## src/rtl/letc_core_wb_scoreboard.sv

```systemverilog
// In-order issue scoreboard: RAW hazard detection, forwarding-tag selection, one entry per issued instruction.
// Hazard/fwd/issue_ready are combinational; state updates next cycle; full or hazard deasserts issue_ready.
module letc_core_wb_scoreboard #(
    parameter int DEPTH = 4,
    localparam int TAG_W = $clog2(DEPTH)
) (
    input  logic             clk,
    input  logic             rst_n,
    input  logic             issue_valid,
    output logic             issue_ready,
    input  logic [4:0]       issue_rd_idx,
    input  logic             issue_rd_we,
    input  logic [4:0]       issue_rs1_idx,
    input  logic             issue_rs1_used,
    input  logic [4:0]       issue_rs2_idx,
    input  logic             issue_rs2_used,
    output logic [TAG_W-1:0] issue_tag,
    input  logic             mark_valid,
    input  logic [TAG_W-1:0] mark_tag,
    input  logic             retire_valid,
    input  logic             flush,
    output logic             hazard,
    output logic             rs1_fwd_valid,
    output logic [TAG_W-1:0] rs1_fwd_tag,
    output logic             rs2_fwd_valid,
    output logic [TAG_W-1:0] rs2_fwd_tag,
    output logic [TAG_W:0]   count
);

    logic [DEPTH-1:0] valid_q, valid_d;
    logic [DEPTH-1:0] ready_q, ready_d;
    logic [DEPTH-1:0] rd_we_q, rd_we_d;
    logic [4:0]       rd_idx_q [DEPTH];
    logic [4:0]       rd_idx_d [DEPTH];
    logic [TAG_W-1:0] head_q, head_d;
    logic [TAG_W-1:0] tail_q, tail_d;
    logic [TAG_W:0]   count_q, count_d;

    logic [4:0]       src_idx [2];
    logic [1:0]       src_used;
    logic [1:0]       m_hit;
    logic [1:0]       m_rdy;
    logic [TAG_W-1:0] m_tag [2];
    logic             accept;
    logic             retire_en;

    assign src_idx[0]  = issue_rs1_idx;
    assign src_idx[1]  = issue_rs2_idx;
    assign src_used[0] = issue_rs1_used;
    assign src_used[1] = issue_rs2_used;

    // Walk oldest to youngest from head; the last hit is the youngest producer.
    always_comb begin
        logic [TAG_W-1:0] e;
        e = '0;
        for (int s = 0; s < 2; s++) begin
            m_hit[s] = 1'b0;
            m_rdy[s] = 1'b0;
            m_tag[s] = '0;
            for (int i = 0; i < DEPTH; i++) begin
                e = head_q + TAG_W'(i);
                if (src_used[s] && (src_idx[s] != 5'd0) && valid_q[e] && rd_we_q[e]
                    && (rd_idx_q[e] == src_idx[s])) begin
                    m_hit[s] = 1'b1;
                    m_rdy[s] = ready_q[e];
                    m_tag[s] = e;
                end
            end
        end
    end

    assign hazard        = (m_hit[0] && !m_rdy[0]) || (m_hit[1] && !m_rdy[1]);
    assign rs1_fwd_valid = m_hit[0] && m_rdy[0];
    assign rs2_fwd_valid = m_hit[1] && m_rdy[1];
    assign rs1_fwd_tag   = rs1_fwd_valid ? m_tag[0] : '0;
    assign rs2_fwd_tag   = rs2_fwd_valid ? m_tag[1] : '0;
    assign issue_ready   = (count_q != (TAG_W+1)'(DEPTH)) && !hazard;
    assign issue_tag     = tail_q;
    assign count         = count_q;

    assign accept    = issue_valid && issue_ready;
    assign retire_en = retire_valid && (count_q != '0);

    always_comb begin
        valid_d  = valid_q;
        ready_d  = ready_q;
        rd_we_d  = rd_we_q;
        rd_idx_d = rd_idx_q;
        head_d   = head_q;
        tail_d   = tail_q;
        count_d  = count_q + (TAG_W+1)'(accept) - (TAG_W+1)'(retire_en);
        if (mark_valid && valid_q[mark_tag]) begin
            ready_d[mark_tag] = 1'b1;
        end
        if (retire_en) begin
            valid_d[head_q] = 1'b0;
            ready_d[head_q] = 1'b0;
            head_d          = head_q + TAG_W'(1);
        end
        if (accept) begin
            valid_d[tail_q]  = 1'b1;
            ready_d[tail_q]  = 1'b0;
            rd_we_d[tail_q]  = issue_rd_we;
            rd_idx_d[tail_q] = issue_rd_idx;
            tail_d           = tail_q + TAG_W'(1);
        end
        if (flush) begin
            valid_d = '0;
            ready_d = '0;
            head_d  = '0;
            tail_d  = '0;
            count_d = '0;
        end
    end

    always_ff @(posedge clk) begin
        if (!rst_n) begin
            valid_q <= '0;
            ready_q <= '0;
            rd_we_q <= '0;
            head_q  <= '0;
            tail_q  <= '0;
            count_q <= '0;
        end else begin
            valid_q <= valid_d;
            ready_q <= ready_d;
            rd_we_q <= rd_we_d;
            head_q  <= head_d;
            tail_q  <= tail_d;
            count_q <= count_d;
        end
    end

    // Register indices are qualified by valid, so they need no reset.
    always_ff @(posedge clk) begin
        rd_idx_q <= rd_idx_d;
    end

    a_no_retire_when_empty: assert property (@(posedge clk) disable iff (!rst_n)
        !(retire_valid && !flush && (count_q == '0)));

endmodule
```

## config.mk

```make
export PLATFORM = sky130hd
export DESIGN_NAME = letc_core_wb_scoreboard
export DESIGN_NICKNAME = d
export VERILOG_FILES = /design/src/rtl/letc_core_wb_scoreboard.sv
export SDC_FILE = /design/constraint.sdc
export NUM_CORES = 1
export LEC_CHECK = 0
export BUFFER_PORTS_ARGS = -buffer_cell sky130_fd_sc_hd__buf_2
export CORE_ASPECT_RATIO = 0.6
export CORE_MARGIN = 5
export CORE_UTILIZATION = 60
export CTS_CLUSTER_DIAMETER = 150
export DETAILED_ROUTE_END_ITERATION = 10
export PLACE_DENSITY_LB_ADDON = 0.15
export SYNTH_ARGS = -nofsm -noshare
export SYNTH_HDL_FRONTEND = slang
export SYNTH_SLANG_ARGS = --single-unit
export TNS_END_PERCENT = 10
```

## constraint.sdc

```tcl
create_clock -name clk -period 7.6 [get_ports clk]
set_input_delay 1.52 -clock clk [delete_from_list [all_inputs] [get_ports clk]]
set_output_delay 1.52 -clock clk [all_outputs]
set_load 0.02 [all_outputs]
```

-- Yosys cells after proc, flatten, opt, wreduce, memory -nomap -nowiden
Index checks and enable logic that the tools add are counted.
W data, S select, Z words.
- output and inout port bits: 13
- bits in registers: 39
- input bits: 26
- logic and storage cells: 178
- mux-type cells: 79
- add/subtract/negate cells: 6
- bitwise logic cells: 13
- equality and inequality tests: 9
- magnitude comparators: 15
- reduce and logical (&&, ||, !) cells: 46
- operators with widths (cell ; count):
    $mux W5 ; 9
    $bmux W5 S2 ; 4
    $eq A5 B5 Y1 ; 8
    $logic_and A1 B1 Y1 ; 38
    $mux W1 ; 32
    $bmux W1 S2 ; 13
    $bwmux W20 ; 1
    $mux W2 ; 10
    $mux W4 ; 5
    $lt A2 B3 Y1 const B ; 6
    $ge A3 B3 Y1 const B ; 5
    $not A2 Y3 ; 5
    $and A4 B4 Y4 ; 3
    $demux W5 S2 ; 1
    $reduce_bool A5 Y1 ; 2
    $not A4 Y4 ; 2
    $or A4 B4 Y4 ; 2
    $demux W1 S2 ; 3
    $ge A2 B1 Y1 const B ; 3
    $add A2 B1 Y2 const B ; 2
    $add A2 B2 Y2 const B ; 2
    $bwmux W4 ; 1
    $add A3 B1 Y3 ; 1
    $logic_not A1 Y1 ; 3
    7 further kinds ; 7

-- Depth between registers and ports, before layout
Gate-level depths: netlist (run 1).
- depth in word-level cells: 18
- depth in mapped cells: 22
- gate-level depth less buffers: 18

-- Worst setup path after synthesis (run 1)
No wires, ideal clock.
- path type: input -> output
- from: input port issue_rs2_idx[2]
- to: output port rs2_fwd_tag[0]
- path slack: 2.003 ns
- required time: 6.080 ns
- stages on the path: 10
- data arrival time: 4.077 ns
- buffers on the path: 1
- cell sequence: clkbuf_1 -> or4_1 -> o21ai_1 -> or4_4 -> nor3_4 -> nand2b_1 -> o2bb2a_1 -> mux2_2 -> mux2_2 -> nor3_2
- cells in the longest elaborated chain, start to end: 11
- elaborated cells between the ends (all ways): 32
- those cells by class: 4 x eq/ne; 13 x mux; 15 x reduce/logical
- ends and longest elaborated chain (element ; line ; RTL):
    start, declared ; 15 ; input logic [4:0] issue_rs2_idx,
    $reduce_bool A5 Y1 ; 62 ; if (src_used[s] && (src_idx[s] != 5'd0) && valid_q[e] && rd_we_q[e]
    $logic_and A1 B1 Y1 (3 in series) ; 62 ;
    $logic_and A1 B1 Y1 ; 63 ; && (rd_idx_q[e] == src_idx[s])) begin
    $mux W1 (4 in series) ; 62 ;
    $logic_and A1 B1 Y1 ; 74 ; assign rs2_fwd_valid = m_hit[1] && m_rdy[1];
    $mux W2 (*) ; 76 ; assign rs2_fwd_tag = rs2_fwd_valid ? m_tag[1] : '0;
    end, declared ; 26 ; output logic [TAG_W-1:0] rs2_fwd_tag,
Every way passes the cells marked *; elsewhere a longest branch is shown, timed or not.

-- Worst setup path after layout (run 1)
- from: register head_q[1]
- to: output port rs2_fwd_tag[0]
- cells in the longest elaborated chain, start to end: 12
- elaborated cells between the ends (all ways): 73
- those cells by class: 3 x add/sub; 4 x eq/ne; 49 x mux; 4 x bitwise; 13 x reduce/logical
- ends and longest elaborated chain (element ; line ; RTL):
    start, declared ; 35 ; logic [TAG_W-1:0] head_q, head_d;
    start signal, assigned ; 121 ; head_q <= '0;
    start signal, assigned ; 128 ; head_q <= head_d;
    $add A2 B1 Y2 or $not A2 Y3 (tied branches) ; 61, 63 ;
    $not A2 Y3 (implied by the code) or $bmux W5 S2 (tied branches) ; 63 ;
    $bmux W5 S2 or $mux W5 (tied branches) ; 63 ;
    $mux W5 (implied by the code) ; 63 ;
    $mux W5 (implied by the code) or $eq A5 B5 Y1 (tied branches) ; 63 ;
    $eq A5 B5 Y1 or $logic_and A1 B1 Y1 (tied branches) ; 63 ;
    $logic_and A1 B1 Y1 or $mux W1 (tied branches) ; 63, 62 ;
    $mux W1 (3 in series) ; 62 ;
    $logic_and A1 B1 Y1 ; 74 ;
    $mux W2 (*) ; 76 ;
Every way passes the cells marked *; elsewhere a longest branch is shown, timed or not. The select of a mux whose other input is x is not followed.

==> results of run 1 <==
[cell type report]
class,count,area (um^2),area share [%]
multi-input combinational,256,2230,60.2
sequential,39,982,26.5
timing repair buffer,41,213,5.74
clock inverter,3,46.3,1.25
inverter,17,63.8,1.72
clock buffer,5,68.8,1.86
tap,80,100,2.70
[kinds of logic (layout without fill, tap and decap cells)]
family                     count (synthesis)  count (layout)  synth area share, %
xor gates and xnor gates                  43              43                 11.7
and+or+nand+nor                          107             107                 18.3
AOI/OAI and AO/OA                         47              47                 9.70
DFF                                       39              39                 28.8
adders and majority gates                 11              11                 4.26
buffers and inverters                     39              66                 5.59
muxes                                     48              48                 21.6
[stage by stage]
step | instances | hold slack [ps] | worst slack (ps) | utilization (%) | area, um^2
after floorplan | 334 | 443 | 2000 | - | 3400
after global placement | 433 | 465 | 1950 | 64.8 | 3590
after detailed placement | 433 | 492 | 1920 | 64.8 | 3590
after CTS | 441 | 505 | 1690 | 66.9 | 3710
after global routing | 441 | 536 | 1460 | 66.9 | 3710
final | 441 | 506 | 1650 | 66.9 | 3710
[state kept, by name (all words and copies together) (netlist names)]
name,cells
count,3
ready_q,4
rd_we_q,4
valid_q,4
head_q,2
issue_tag,2
rd_idx_q,20
[synthesized netlist by cell type (2+ instances only)]
cell type  number
nand2_2         4
xnor2_1        32
o21ai_1         2
nor2b_1         7
mux4_2          8
nor2_1         22
or4_1           2
a41oi_1         2
mux4_1          9
nor3_4          2
edfxtp_1       20
a21oi_1        14
inv_2           4
buf_2           3
xnor2_2         3
mux2_2          6
nand2b_1        4
or3_1           3
and2_1          4
dfxtp_1        19
o21ai_0         8
nor4_1          3
a211oi_1        2
nor3_1         14
a31oi_1         4
nor4b_2         4
inv_1          13
xor2_1          8
mux2i_1        24
ha_1           10
buf_6           3
clkbuf_1       13
nand2_1        28
[final timing paths]
check	slack (ps)	end	from	cells past startpoint
min reg2reg	510	rd_we_q[1]	rd_we_q[1]	2
max reg2reg	2420	count[2]	head_q[1]	19
max	1650	rs2_fwd_tag[0]	head_q[1]	12
min	510	rd_we_q[1]	rd_we_q[1]	2
[where the power goes]
| group | total [mW] | internal, mW | switching, mW | leakage [nW] |
|---|---|---|---|---|
| combinational | 0.102 | 0.0433 | 0.0585 | 0.940 |
| clock | 0.179 | 0.0989 | 0.0798 | 0.0548 |
| sequential | 0.233 | 0.227 | 0.00613 | 0.338 |
[critical path: stages, from the launching register on]
cell	delay [ps]
dfxtp_1	340
inv_1	240
ha_1	550
buf_4	330
mux4_1	640
nor2b_1	160
or4_4	500
nor3_4	230
o2bb2a_1	250
mux2_2	260
mux2_2	300
nor3_2	160
buf_2	180
[routing by layer]
metal	global-route usage [%]	vias up
li1	-	1275
met1	38.3	1218
met2	29.2	95
met3	4.71	9
met4	4.47	0
met5	0	-
==> results.cfg, run 1 <==
[routing]
drt-vias-per-instance = 5.89
met2_length_mm = 3.00
vias = 2597
wl_met3_um = 717
top_layer = met4
wire_per_inst_um = 18.2
drtIter0Drc = 184
drtPass1Iterations = 5
wirelength_mm = 8.01
ant_nets = 0
met1_length_mm = 4.22
drcViolationCount = 0

[power]
p_leak_nw = 1.33
power_density_nw_per_um2 = 139
total_power_uw = 514
peakVddDrop_mv = 0.117

[timing]
worst_clock_skew_ps = 9.94
fin_setup_tns_ps = 0
worstMarginPinSlew_ps = 731
maxSlewViolCount = 0
rsz0062_at_grt = no
min_period_ps = 5950
timing.final.crit_share_pct = 78.3
maxSlewHeadroom_pct = 51.2
clock.fmax_ghz = 0.168
finalHoldViolations = 0
setup_viol = 0

[clocking]
cts_htree_levels = 2
clockBufferDepth = 2
cts.repair.resized = 0
clk_pin_slew_ps = 90
cts-buffers-inserted = 5
numClockSinks = 39
insertion_delay_ps = 300
cts_setup_buffers = 0
cts_tree = built
cts.hold.buffers_added = 0
cts-root-buf = clkbuf_8

[cells_and_area]
fill_cells = 452
layout-drive-gt1-share_pct = 24.9
area_growth_pct = 8.89
num_antenna_cells = 0
nets = 397
final_common_cell = buf_2
final_cell_mix = buf_2, xnor2_1, nand2_1

[grt]
grt_pass1_wl_mm = 12.6
grt_pass1_vias = 2332
antenna_found_initial = 0
grt_max_degree = 40
overflow = 0
gr-usage-all-layers_pct = 22.9

[floorplanning]
start_util_pct = 61.4
fp.dieW_um = 107
die_area_um2 = 7330
num_rows = 21
num_io_pins = 39
die_h_um = 68.4
core_area_um2 = 5540

[setup_path]
critPathKind = reg2out
start_kind = register
arrival_ps = 4430
crit_required_ps = 6080
crit_fanout = 19
end_kind = output port

[place]
place_hpwl_mm = 6.32
gp_congestion = 1.03
port_buffers = 38

[logic_synthesis]
synth_seq_cells = 39
synth_cells = 334
mappedNetlistNets = 371
yosysWarnings = 0
yosys_most_used_dff = edfxtp_1
synth-edff-count = 20
async_reset_ff_share_pct = 0
synth_area_um2 = 3400
yosysTopAreaCellShare_pct = 17.6
synth_cell_types = 63
ys_top_cells_by_area = edfxtp_1, dfxtp_1, xnor2_1
yosysSeqAreaShare_pct = 28.8
synth.avg_cell_area_um2 = 10.2
synth.largest_area_cell = edfxtp_1

[flow_run]
drv_cap = 0

[worst_hold_path]
min_path_type = reg2reg

[status]
outcome = completed
(Power assumes the default switching activity.)
==> inputs of run 2 (changes only) <==
--- a/config.mk
+++ b/config.mk
@@ -5,10 +5,11 @@
 export SDC_FILE = /design/constraint.sdc
 export NUM_CORES = 1
 export LEC_CHECK = 0
+export ABC_AREA = 1
 export BUFFER_PORTS_ARGS = -buffer_cell sky130_fd_sc_hd__buf_2
 export CORE_ASPECT_RATIO = 0.6
 export CORE_MARGIN = 5
-export CORE_UTILIZATION = 60
+export CORE_UTILIZATION = 59
 export CTS_CLUSTER_DIAMETER = 150
 export DETAILED_ROUTE_END_ITERATION = 10
 export PLACE_DENSITY_LB_ADDON = 0.15
==> constraint.sdc (replaced) <==
create_clock -name clk -period 5.5 [get_ports clk]
set_input_delay 1.1 -clock clk [delete_from_list [all_inputs] [get_ports clk]]
set_output_delay 1.1 -clock clk [all_outputs]
set_load 0.02 [all_outputs]
==> run 2 against run 1 <==
- combinational power grew 83%
- routed wire length increased by 23%
- global-route usage up 6.0 points
==> results.cfg, run 2 <==
[floorplanning]
die_area_um2 = 7170
num_rows = 21
start_util_pct = 59.8
fp.dieW_um = 106
num_io_pins = 39
die_h_um = 67.6
core_area_um2 = 5470

[setup_path]
reg2regPathDepth = 25
end_kind = output port
critPathKind = reg2out
arrival_ps = 3420
slowest_stage = ha_1
crit_path_start = head_q[0]
cpPeakStageDelay_ps = 410
start_kind = register
crit_fanout = 33
timing.rr.end = count[2]
crit_chain = buf_4 > inv_2 > ha_1 > inv_2 > nand3_1 > nand2_1 > nand2_1 > nand2_1 > nor2_1 > nand2_1 > nor2_1 > nor2_1 > nand2_1 > nand3_1 > nand2_1 > a211oi_1 > buf_2
r2r_slack_ps = 1140
crit_path_frequent_cell = nand2_1
r2r-start = head_q[0]
crit_required_ps = 4400
critPathCapture = rs1_fwd_tag[1]

[logic_synthesis]
synth_cells = 527
yosysSeqAreaShare_pct = 30.0
yosys_most_used_dff = edfxtp_1
synth-edff-count = 20
synth_commonest_cells = nand2_1, nand3_1, inv_1, nor2_1, edfxtp_1
synth.avg_cell_area_um2 = 6.20
yosysWarnings = 0
synth_cell_types = 29
yosysTopAreaCellShare_pct = 23.6
async_reset_ff_share_pct = 0
synth.largest_area_cell = nand2_1
synth_seq_cells = 39
synth_area_um2 = 3270
mappedNetlistNets = 564
yosysMostFrequentCell = nand2_1
ys_top_cells_by_area = nand2_1, edfxtp_1, nand3_1

[grt]
grt_max_degree = 34
gr-usage-all-layers_pct = 28.9
grt_pass1_wl_mm = 15.9
antenna_found_initial = 0
grt_pass1_vias = 3220
overflow = 0

[routing]
wire_per_inst_um = 15.5
top_layer = met4
met1_length_mm = 4.44
drcViolationCount = 0
met2_length_mm = 4.04
wirelength_mm = 9.84
drtIter0Drc = 421
drtPass1Iterations = 5
ant_nets = 0
vias = 3672
drt-vias-per-instance = 5.79
wl_met3_mm = 1.23

[timing]
timing.final.crit_share_pct = 82.3
setup_slack_ps = 975
min_period_ps = 4520
worstMarginPinSlew_ps = 1170
finalHoldViolations = 0
fin_setup_tns_ps = 0
rsz0062_at_grt = no
worst_clock_skew_ps = 10.4
maxSlewHeadroom_pct = 21.6
clock.fmax_ghz = 0.221
setup_viol = 0
maxSlewViolCount = 0

[cells_and_area]
largest_register_ffs = 20
final_common_cell = nand2_1
final_cell_mix = nand2_1, nand3_1, inv_1, nor2_1, buf_2
multiInputGateArea_um2 = 2030
nets = 601
fill_cells = 489
utilization_pct = 65.4
area_growth_pct = 9.46
layout-drive-gt1-share_pct = 10.6
num_antenna_cells = 0
largest_register = rd_idx_q
register_area_um2 = 981

[clocking]
cts-buffers-inserted = 5
clk_pin_slew_ps = 80
numClockSinks = 39
clockBufferDepth = 2
insertion_delay_ps = 300
cts_setup_buffers = 0
cts.hold.buffers_added = 0
cts_tree = built
cts_htree_levels = 2
cts.repair.resized = 0
cts-root-buf = clkbuf_8

[place]
port_buffers = 38
dp_worst_setup_slack_ps = 1280
gp_congestion = 0.953
place_hpwl_mm = 7.77

[flow_run]
drv_cap = 0

[power]
peakVddDrop_mv = 0.132
p_leak_nw = 1.76
power_density_nw_per_um2 = 197

[status]
outcome = completed

[worst_hold_path]
min_path_type = reg2reg
run 2: how the worst min path moves through the flow:
stage                           from          to  slack (ps)  cells past startpoint
after floorplan           rd_we_q[0]  rd_we_q[0]         450                      2
after global placement    rd_we_q[3]  rd_we_q[3]         470                      2
after detailed placement  rd_we_q[2]  rd_we_q[2]         470                      2
after CTS                 rd_we_q[2]  rd_we_q[2]         490                      2
after global routing      rd_we_q[3]  rd_we_q[3]         510                      2
final                     rd_we_q[2]  rd_we_q[2]         490                      2
run 2: kinds of logic after synthesis:
group                      Yosys count  share of synthesized area [%]
and+or+nand+nor                    379                           50.5
buffers and inverters               60                           7.89
adders and majority gates           11                           4.44
xor gates and xnor gates             4                           1.07
DFF                                 39                           30.0
AOI/OAI and AO/OA                   34                           6.05
run 2: area by class of cell:
cell class	instances	share of cell area, %
clock buffer	8	2.24
sequential	39	27.4
multi-input combinational	428	56.7
timing repair buffer	42	6.16
tap	69	2.42
inverter	48	5.04
run 2: stage by stage:
| step | cells | cell area (um^2) | hold slack (ps) | total power [mW] |
|---|---|---|---|---|
| after floorplan | 527 | 3270 | 455 | 0.456 |
| after global placement | 626 | 3490 | 468 | 0.508 |
| after detailed placement | 626 | 3490 | 474 | 0.512 |
| after CTS | 634 | 3570 | 489 | 0.703 |
| after global routing | 634 | 3570 | 506 | 0.745 |
| final | 634 | 3570 | 487 | 0.704 |
run 2: power by group:
group | switching [mW] | internal, mW | total [mW]
combinational | 0.130 | 0.0574 | 0.187
clock | 0.102 | 0.0902 | 0.192
sequential | 0.00749 | 0.317 | 0.324
run 2: layer usage:
layer | global-route usage, % | vias up
met4 | 6.95 | 0
met3 | 9.07 | 22
met1 | 39.5 | 1642
met5 | 0 | -
met2 | 45.1 | 202
li1 | - | 1806
run 2: critical path, delay by kind of cell, from the launching register on:
kind / cells / cell delay [ps]
and+or+nand+nor: 11 / 1120
buffers and inverters: 4 / 910
adders and majority gates: 1 / 410
AOI/OAI and AO/OA: 1 / 380
DFF: 1 / 310
==> inputs of run 3 (changes only) <==
--- a/config.mk
+++ b/config.mk
@@ -9,7 +9,7 @@
 export BUFFER_PORTS_ARGS = -buffer_cell sky130_fd_sc_hd__buf_2
 export CORE_ASPECT_RATIO = 0.6
 export CORE_MARGIN = 5
-export CORE_UTILIZATION = 59
+export CORE_UTILIZATION = 53
 export CTS_CLUSTER_DIAMETER = 150
 export DETAILED_ROUTE_END_ITERATION = 10
 export PLACE_DENSITY_LB_ADDON = 0.15
==> constraint.sdc (replaced) <==
create_clock -name clk -period 4.1 [get_ports clk]
set_input_delay 0.82 -clock clk [delete_from_list [all_inputs] [get_ports clk]]
set_output_delay 0.82 -clock clk [all_outputs]
set_load 0.02 [all_outputs]
==> run 3 against run 2 <==
- clock power is 100% higher
- clock-buffer cell count is 3 lower
- non-clock buffer count is 2 higher
- worst setup slack worse by 650 ps
- combinational power is 36% higher
- critical path depth stayed put
- via count is 0.38% lower
- final cell count is 2.7% higher
- hold slack better by 9.2 ps
- routed wire length is 0.37% higher
- critical path type unchanged
- largest cell class unchanged
==> results.cfg, run 3 (synthesized netlist as in run 2, its figures left out) <==
[place]
dp_cells = 643
port_buffers = 38
gp_congestion = 1.00
place_hpwl_mm = 7.60
placed_cell_area_um2 = 3530

[floorplanning]
die_area_um2 = 7880
fp.dieW_um = 111
core_area_um2 = 6060
start_util_pct = 53.9
die_h_um = 70.8
num_io_pins = 39
num_rows = 22

[timing]
whs_ps = 496
clock.fmax_ghz = 0.265
worst_clock_skew_ps = 7.61
worstMarginPinSlew_ps = 1250
min_period_ps = 3780
maxSlewViolCount = 0
timing.final.crit_share_pct = 92.1
setup_viol = 0
rsz0062_at_grt = no
fin_setup_tns_ps = 0
finalHoldViolations = 0
maxSlewHeadroom_pct = 16.2

[cells_and_area]
final_area_um2 = 3670
num_antenna_cells = 0
largest_register = rd_idx_q
layout-drive-gt1-share_pct = 11.5
final_common_cell = nand2_1
largest_register_ffs = 20
nets = 603
area_growth_pct = 12.5
instances_no_fill = 651
final_cell_mix = nand2_1, nand3_1, inv_1, nor2_1, buf_2

[clocking]
numClockSinks = 39
cts_setup_buffers = 0
clockBufferDepth = 2
clk_pin_slew_ps = 80
cts-buffers-inserted = 5
cts_tree = built
cts-root-buf = clkbuf_8
cts_htree_levels = 2
insertion_delay_ps = 300

[worst_hold_path]
hold_end = rd_we_q[2]
hold_path_depth = 2
min_path_type = reg2reg
min-delay-start = rd_we_q[2]

[grt]
grt_max_degree = 34
grt_pass1_vias = 3236
antenna_found_initial = 0
gr-usage-all-layers_pct = 25.2
overflow = 0
grt_pass1_wl_mm = 16.1

[routing]
wirelength_mm = 9.88
drtPass1Iterations = 5
drcViolationCount = 0
drt-vias-per-instance = 5.62
vias = 3658
ant_nets = 0
drtIter0Drc = 385
wire_per_inst_um = 15.2

[power]
p_leak_nw = 1.80
peakVddDrop_mv = 0.269
total_power_mw = 1.08
power_density_nw_per_um2 = 294

[setup_path]
end_kind = output port
start_kind = register
crit_path_start = head_q[0]
timing.rr.end = count[2]
reg2regPathDepth = 23
crit_required_ps = 3280
crit_fanout = 14
arrival_ps = 2960
critPathKind = reg2out
r2r-start = head_q[0]
r2r_slack_ps = 410

[flow_run]
drv_cap = 0

[status]
outcome = completed
run 3: what timing repair did:
| action | in CTS | in global routing |
|---|---|---|
| endpoints found under the setup margin | 0 | 1 |
| hold buffers | 0 | 0 |
| resized for setup | 0 | 3 |
run 3: power breakdown:
| part | switching, mW | total, mW | internal [mW] |
|---|---|---|---|
| logic | 0.176 | 0.255 | 0.0788 |
| registers | 0.0102 | 0.435 | 0.425 |
| clock network | 0.148 | 0.391 | 0.243 |
run 3: worst max path at each step:
stage                  end  slack, ps  cells past startpoint
6_report       issue_ready        320                     17
4_1_cts        issue_ready        240                     16
3_3_place_gp      count[2]        520                     23
2_1_floorplan     count[2]        360                     23
3_5_place_dp      count[2]        400                     22
5_1_grt           count[2]         80                     23
run 3: area by class of cell:
type | instances | area [um^2]
multi-input combinational | 428 | 2030
clock buffer | 5 | 68.8
timing repair buffer | 44 | 235
clock inverter | 3 | 67.6
sequential | 39 | 981
inverter | 48 | 183
fill | 600 | 2380
tap | 84 | 105
run 3: worst max-delay path: stages (launching register included):
cell and delay (ps):
dfxtp_1 360, inv_2 50, ha_1 340, buf_4 210, nand3_1 120, nand2_1 80, nand2_1 60, nand2_1 90
a21oi_1 190, nand3_1 200, nand2_1 120, inv_1 40, nand3_1 70, nand2_1 110, nand2_2 120, nand2_1 120
nor2_4 180, buf_2 200
run 3: stage by stage:
step                utilization [%]  worst slack [ps]
floorplan                         -               358
global placement               58.3               522
detailed placement             58.3               401
CTS                            60.5               239
global route                   60.6              77.8
finish                         60.6               324
run 3: per-layer routing:
layer  track usage, %  part of all wire [%]  vias up
met5                0                     0        -
met4             4.72                   1.3        0
met3             4.36                   9.9       14
met2             38.5                    42      183
met1             37.5                    47     1642
li1                 -                     -     1819
